### config.mk
export PLATFORM = sky130hd
export DESIGN_NAME = elastic_pipe_reg
export DESIGN_NICKNAME = d
export VERILOG_FILES = /design/src/rtl/pipe_pkg.sv /design/src/rtl/pipe_skid_stage.sv /design/src/rtl/elastic_pipe_reg.sv
export SDC_FILE = /design/constraint.sdc
export NUM_CORES = 1
export LEC_CHECK = 0
export BUFFER_PORTS_ARGS = -buffer_cell sky130_fd_sc_hd__buf_2
export CAP_MARGIN = 0
export CORE_MARGIN = 5
export CORE_UTILIZATION = 45
export DETAILED_ROUTE_END_ITERATION = 8
export PLACE_DENSITY = 0.8
export SLEW_MARGIN = 10
export SYNTH_ARGS = -nofsm -noshare
export SYNTH_HDL_FRONTEND = slang
export SYNTH_SLANG_ARGS = --single-unit
### constraint.sdc
create_clock -name clk -period 2.65 [get_ports clk]
set_input_delay 0.265 -clock clk [delete_from_list [all_inputs] [get_ports clk]]
set_output_delay 0.265 -clock clk [all_outputs]
set_load 0.01 [all_outputs]
### src/rtl/pipe_pkg.sv
// Shared definitions for the elastic pipeline register and its skid stages.
// Holds the depth limit, the NOP control template and the occupancy width helper.
package pipe_pkg;

    localparam int PIPE_MAX_DEPTH = 4;
    localparam int PIPE_CTRL_W    = 16;

    // Control bundle as seen by instantiating stages; all zeros is a NOP.
    typedef logic [PIPE_CTRL_W-1:0] ctrl_nop_t;
    localparam ctrl_nop_t CTRL_NOP = '0;

    // Counter must represent 0..2*depth inclusive.
    function automatic int occ_width(input int depth);
        int n;
        n = 2 * depth + 1;
        return (n <= 2) ? 1 : $clog2(n);
    endfunction

endpackage

### src/rtl/pipe_skid_stage.sv
// One elastic stage: a main entry driving the output plus a skid entry that
// absorbs the beat accepted while main is stalled, so in_ready is registered.
module pipe_skid_stage #(
    parameter int DATA_W = 32,
    parameter int CTRL_W = 16
) (
    input  logic              clk,
    input  logic              reset,
    input  logic              flush,
    input  logic              in_valid,
    input  logic [DATA_W-1:0] in_data,
    input  logic [CTRL_W-1:0] in_ctrl,
    output logic              in_ready,
    output logic              out_valid,
    output logic [DATA_W-1:0] out_data,
    output logic [CTRL_W-1:0] out_ctrl,
    input  logic              out_ready
);

    typedef struct packed {
        logic              v;
        logic [DATA_W-1:0] data;
        logic [CTRL_W-1:0] ctrl;
    } entry_t;

    entry_t main_q, main_d;
    entry_t skid_q, skid_d;
    logic   in_fire;
    logic   out_fire;

    assign in_ready  = ~skid_q.v;
    assign in_fire   = in_valid & ~skid_q.v;
    assign out_fire  = main_q.v & out_ready;
    assign out_valid = main_q.v;
    assign out_data  = main_q.data;
    assign out_ctrl  = main_q.ctrl;

    always_comb begin
        main_d = main_q;
        skid_d = skid_q;
        if (!main_q.v || out_fire) begin
            // A valid skid implies in_ready was low, so no new beat competes here.
            if (skid_q.v) begin
                main_d   = skid_q;
                skid_d.v = 1'b0;
            end else if (in_fire) begin
                main_d = '{v: 1'b1, data: in_data, ctrl: in_ctrl};
            end else begin
                main_d.v = 1'b0;
            end
        end else if (in_fire) begin
            skid_d = '{v: 1'b1, data: in_data, ctrl: in_ctrl};
        end
    end

    always_ff @(posedge clk) begin
        if (reset || flush) begin
            main_q <= '0;
            skid_q <= '0;
        end else begin
            main_q <= main_d;
            skid_q <= skid_d;
        end
    end

endmodule

### src/rtl/elastic_pipe_reg.sv
// DEPTH chained skid stages carrying payload + control, with synchronous flush
// and a count of beats currently held anywhere in the chain.
module elastic_pipe_reg
    import pipe_pkg::*;
#(
    parameter int DATA_W = 32,
    parameter int CTRL_W = 16,
    parameter int DEPTH  = 1,
    parameter int OCC_W  = occ_width(DEPTH)
) (
    input  logic              clk,
    input  logic              reset,
    input  logic              flush,
    input  logic              in_valid,
    input  logic [DATA_W-1:0] in_data,
    input  logic [CTRL_W-1:0] in_ctrl,
    output logic              in_ready,
    output logic              out_valid,
    output logic [DATA_W-1:0] out_data,
    output logic [CTRL_W-1:0] out_ctrl,
    input  logic              out_ready,
    output logic [OCC_W-1:0]  occupancy
);

    if (DEPTH < 1 || DEPTH > PIPE_MAX_DEPTH) begin : g_bad_depth
        $error("elastic_pipe_reg: DEPTH must be within 1..PIPE_MAX_DEPTH");
    end

    // Link k sits between stage k-1 and stage k; link 0 is the block input.
    logic [DEPTH:0]             vld;
    logic [DEPTH:0]             rdy;
    logic [DEPTH:0][DATA_W-1:0] dat;
    logic [DEPTH:0][CTRL_W-1:0] ctl;

    assign vld[0]     = in_valid;
    assign dat[0]     = in_data;
    assign ctl[0]     = in_ctrl;
    assign in_ready   = rdy[0];
    assign out_valid  = vld[DEPTH];
    assign out_data   = dat[DEPTH];
    assign out_ctrl   = ctl[DEPTH];
    assign rdy[DEPTH] = out_ready;

    for (genvar g = 0; g < DEPTH; g++) begin : g_stage
        pipe_skid_stage #(
            .DATA_W (DATA_W),
            .CTRL_W (CTRL_W)
        ) u_stage (
            .clk       (clk),
            .reset     (reset),
            .flush     (flush),
            .in_valid  (vld[g]),
            .in_data   (dat[g]),
            .in_ctrl   (ctl[g]),
            .in_ready  (rdy[g]),
            .out_valid (vld[g+1]),
            .out_data  (dat[g+1]),
            .out_ctrl  (ctl[g+1]),
            .out_ready (rdy[g+1])
        );
    end

    logic             acc_in;
    logic             acc_out;
    logic [OCC_W-1:0] occ_q, occ_d;

    assign acc_in    = in_valid & rdy[0];
    assign acc_out   = vld[DEPTH] & out_ready;
    assign occupancy = occ_q;

    always_comb begin
        occ_d = occ_q + OCC_W'(acc_in) - OCC_W'(acc_out);
    end

    always_ff @(posedge clk) begin
        if (reset || flush) begin
            occ_q <= '0;
        end else begin
            occ_q <= occ_d;
        end
    end

endmodule

# ---- After elaboration in Yosys (flattened, before gate mapping)
# Cells that the tools add are included.
dict set report op_classes {
  bitwise_logic 4
  addsub 2
  n_reduce_logical 7
  mux 3
}
# operator n
set op_table {}
lappend op_table {{49-bit 2-to-1 mux} 1}
lappend op_table {{48-bit 2-to-1 mux} 1}
lappend op_table {{2-bit AND reduction} 2}
lappend op_table {{2-bit by 1-bit adder with 2-bit output} 1}
lappend op_table {{1-bit bitwise AND} 2}
lappend op_table {{1-bit logical OR} 2}
lappend op_table {{1-bit inverter} 2}
lappend op_table {{2-bit nonzero test} 1}
lappend op_table {{2-bit OR reduction} 1}
lappend op_table {{2-bit by 1-bit subtractor with 2-bit output} 1}
lappend op_table {{1-bit logical NOT} 1}
lappend op_table {{1-bit 2-to-1 mux} 1}
dict set report word_totals {
  ff_bits 100
}

# ---- Logic depth before layout (Yosys ltp)
dict set report logic_depth {
  depth_word 4
  depth_mapped 10
  ltp_nobuf 8
}

# ---- Cells and area by module
# From an unflattened synthesis, not the netlist that was laid out.
dict set report unflattened {
  cells_unflattened 450
  hier_area_um2 4140.2
}
# mod area_each_um2 cells_per_inst n_inst
set modules_own_cells {}
lappend modules_own_cells {pipe_skid_stage 4021.4 440 1}
lappend modules_own_cells {elastic_pipe_reg 118.9 10 1}

# ---- Worst setup path after synthesis
# OpenSTA, ideal clock, no wires.
dict set report synth_timing {
  path_type {register to register}
  start {register g_stage[0].u_stage.skid_q[48] in the netlist's numbering}
  end {register occ_q[1], in the netlist occupancy[1]}
  period_less_slack_ns 1.961
  setup_slack_ns 0.689
  path_buffers 2
  setup_time_ns 0.128
  t_required_ns 2.522
  arrival_ns 1.833
  path_stages_with_launch 11
  path_cell_list {dfxtp_1 > buf_2 > clkbuf_1 > inv_1 > nand2_1 > ha_1 > inv_1 > ha_1 > xor2_1 > xnor2_1 > nor2_1}
}
dict set report synth_via {
  elab_chain_len 4
}
# item line_no
set synth_lines {}
lappend synth_lines {{start: declaration} pipe_skid_stage.sv:27} ;# entry_t skid_q, skid_d;
lappend synth_lines {{start signal: assignment} pipe_skid_stage.sv:62} ;# skid_q <= skid_d;
lappend synth_lines {{1-bit inverter} pipe_skid_stage.sv:31} ;# assign in_ready = ~skid_q.v;
lappend synth_lines {{via in_ready} elastic_pipe_reg.sv:17} ;# output logic in_ready,
lappend synth_lines {{1-bit bitwise AND} elastic_pipe_reg.sv:67} ;# assign acc_in = in_valid & rdy[0];
lappend synth_lines {{2-bit by 1-bit adder with 2-bit output} elastic_pipe_reg.sv:72} ;# occ_d = occ_q + OCC_W'(acc_in) - OCC_W'(acc_out);
lappend synth_lines {{2-bit by 1-bit subtractor with 2-bit output} elastic_pipe_reg.sv:72}
lappend synth_lines {{end signal: assignment} elastic_pipe_reg.sv:77} ;# occ_q <= '0;
lappend synth_lines {{end signal: assignment} elastic_pipe_reg.sv:79} ;# occ_q <= occ_d;
lappend synth_lines {{end: declaration} elastic_pipe_reg.sv:65} ;# logic [OCC_W-1:0] occ_q, occ_d;
# The timed path passes the listed nets, and every way through them passes these cells.
# A chain may end at the register's enable or synchronous reset.

# ---- Worst setup path after layout
dict set report layout_timing {
  start {register g_stage[0].u_stage.skid_q[48] in the netlist's numbering}
  end {register g_stage[0].u_stage.skid_q[38] in the netlist's numbering}
}
dict set report layout_via {
  elab_chain_len 3
}
# item line_no
set layout_lines {}
lappend layout_lines {{1-bit inverter} pipe_skid_stage.sv:32} ;# assign in_fire = in_valid & ~skid_q.v;
lappend layout_lines {{1-bit bitwise AND} pipe_skid_stage.sv:32}
lappend layout_lines {{2-bit AND reduction (no source line)} --}
# Every way passes these cells.

==> qor.csv <==
metric,value,unit
count of cell types in the netlist,23,
post-synthesis mux area share,11.6,%
pwr/cell area,585,nW/µm²
# IOs,105,
Worst Path Arrival,2.23,ns
Non-Filler Instances,644,
Pwr Total,2.84,mW
Tmin final,1.95,ns
DRT Wirelength,9900,µm
status,finished clean,
WP data required,2.93,ns
Post-Synth Adder-Cell Area,0.607,%
die area,11200,µm²
crit path buf inv count,0,
Post-Route Setup TNS,0,ns
Die Wd,106,µm
WL/cell,15.4,µm
IO buf count,104,
CP cell instances,"and4bb_2, nand2_1, a21oi_1",
Synth Area in XOR/XNOR,0.425,%
first-pass GRT wire length,16000,µm
critical path startpoint,g_stage[0].u_stage.skid_q[48],
final hold slack,0.146,ns
combinational family with the most area after synthesis,compound AO/OA/AOI/OAI gates,
Setup Skew,0.0104,ns
placed wire-length estimate,6510,µm
post-route ant nets,0,
CTS tree,built,
worst reg2reg path startpoint,g_stage[0].u_stage.skid_q[48],
Slew Limit Fails,0,
Synth-to-Final Area Change,17.4,%
Worst path max stage delay,1.05,ns
gpl congestion,0.776,
maximum buffer depth of the clock tree,2,
"Seq/Total Area, Yosys",48.5,%
Placed Cells,628,
Critical Path End Type,register,
Pre-antenna DRT Iters,5,
max-cap violations,0,
Clock Latency Late Sink,0.35,ns
layout cells sized above 1,28.5,%
crit-path max FO,48,
setup ws final,0.697,ns
Syn Area/Cell,9.13,µm²
compound-gate portion of the synthesized area,22.9,%
simple-gate portion of the synthesized area,10.6,%
Nets,583,
initial drt markers,154,
Vias/cell,5.41,
die height,106,µm
hold buffers post-CTS,0,
P_leak,1.79,nW
# clock sinks,100,
vias in the first global route,3359,
class of the most critical setup path,register to register,
Least-Margin Pin Slew,1.02,ns
Hold Crit Start,in_data[9],
CP Launch Type,register,
Place WS,0.719,ns
drt drc,0,
syn_nets,507,
All-Layer GR Usage,17.4,%
Hold Crit Class,input port to register,
TritonCTS Buffers,9,
"FF+latch count, synth",100,
PostCTS Resize Cnt,0,
Fmax,0.512,GHz
synthesized area,4130,µm²
total global routing overflow,0,
Final setup viols,0,
CTS HTree Levels,3,
initial antenna violation count,0,
clk slew on worst S/H paths,0.10,ns
vias,3483,
Starting Density,45.3,%
RSZ-0062 raised after global routing,no,
Post-CTS Setup Inserts,0,
VDD IR max,286,µV
Synthesis Warnings,0,
Fin. Hold Viols,0,
Slew headroom,32.2,%
Clock Tree Root,clkbuf_8,
crit-path leading delay family,simple AND/OR/NAND/NOR gates,
row count,35,
largest net degree at the start of global routing,52,
CP max-delay cell,and4bb_2,
final worst-path cycle share,73.7,%
Mapped Cells,452,
antenna cells,0,
Core Region,9110,µm²
-- state kept, by name, summed over array words and instances (netlist names) --
signal and count:
g_stage.u_stage.out_data 32, g_stage.u_stage.out_ctrl 16, g_stage.u_stage.skid_q 49, g_stage.u_stage.out_valid 1, occupancy 2
-- path summary, 6_finish.rpt --
kind	endpoint	depth (start not counted)	slack, ns
min reg2reg	g_stage[0].u_stage.skid_q[24]	2	0.46
max	g_stage[0].u_stage.skid_q[38]	3	0.70
min	g_stage[0].u_stage.skid_q[25]	3	0.15
max reg2reg	g_stage[0].u_stage.skid_q[38]	3	0.70
-- power breakdown --
group          switching, mW  total, mW  internal, mW  leakage, nW
registers             0.0220       1.56          1.54        0.813
clock network          0.520      0.981         0.461       0.0983
logic                  0.177      0.294         0.116        0.875
total                  0.719       2.84          2.12         1.79
-- cells in the mapped netlist --
library cell  count  area [µm²]
dfxtp_1         100        2000
nand4bb_1         1        11.3
and2_1            1        6.26
buf_6             3        33.8
or2_2             1        6.26
nand2_1          97         364
nor2_1            3        11.3
and2_4            1        8.76
and4bb_2          1        12.5
nor3_1            1        5.00
nand2b_1          1        6.26
buf_2            14        70.1
or2_1             1        6.26
clkbuf_1         21        78.8
a211oi_2         20         250
a21oi_1          97         485
xor2_1            1        8.76
buf_1             6        22.5
ha_1              2        25.0
xnor2_1           1        8.76
inv_1             3        11.3
a211oi_1         28         210
mux2i_1          48         480
-- metrics by stage --
| step | area [µm²] | util [%] |
|---|---|---|
| 5_1_grt | 4840 | 53.2 |
| 4_1_cts | 4840 | 53.2 |
| 3_5_place_dp | 4640 | 51.0 |
| 3_3_place_gp | 4640 | 51.0 |
| 6_report | 4840 | 53.2 |
| 2_1_floorplan | 4130 | - |
-- kinds of logic after synthesis --
logic type / Yosys count
compound gates: 145
simple gates: 108
flops: 100
mux: 48
buf+inv: 47
xor+xnor: 2
fa+ha+maj: 2
-- routing by layer --
| metal | global-route usage (%) | share of wire, % | vias to the layer above |
|---|---|---|---|
| met1 | 21.7 | 44 | 1640 |
| met4 | 6.57 | 1.7 | 0 |
| met3 | 3.74 | 6.0 | 13 |
| met2 | 29.5 | 48 | 106 |
| met5 | 0 | 0 | - |
| li1 | - | - | 1724 |
-- worst register-to-register path: stages (launching register included) --
cell and delay, ns:
dfxtp_4 0.50, and4bb_2 1.05, nand2_1 0.15, a21oi_1 0.17
-- final cells by class --
class / count / area, µm²
fillers: 838 / 4260
flip-flops and latches: 100 / 2010
multi-input cells: 305 / 1920
repair buffers: 109 / 571
well taps: 111 / 139
clock buffers: 10 / 138
clock inverters: 6 / 63.8
inverters: 3 / 11.3
-- layout by cell type, fill, tap and decap left out, drive strengths merged, types with 2 or more instances in the layout --
cell	Yosys	layout
ha	2	2
a21oi	97	97
a211oi	48	48
mux2i	48	48
and2	2	2
nor2	3	3
inv	3	3
nand2	97	97
clkinv	0	3
clkbuf	21	10
clkinvlp	0	2
or2	2	2
buf	23	109
dfxtp	100	100
(Power assumes the default switching activity.)
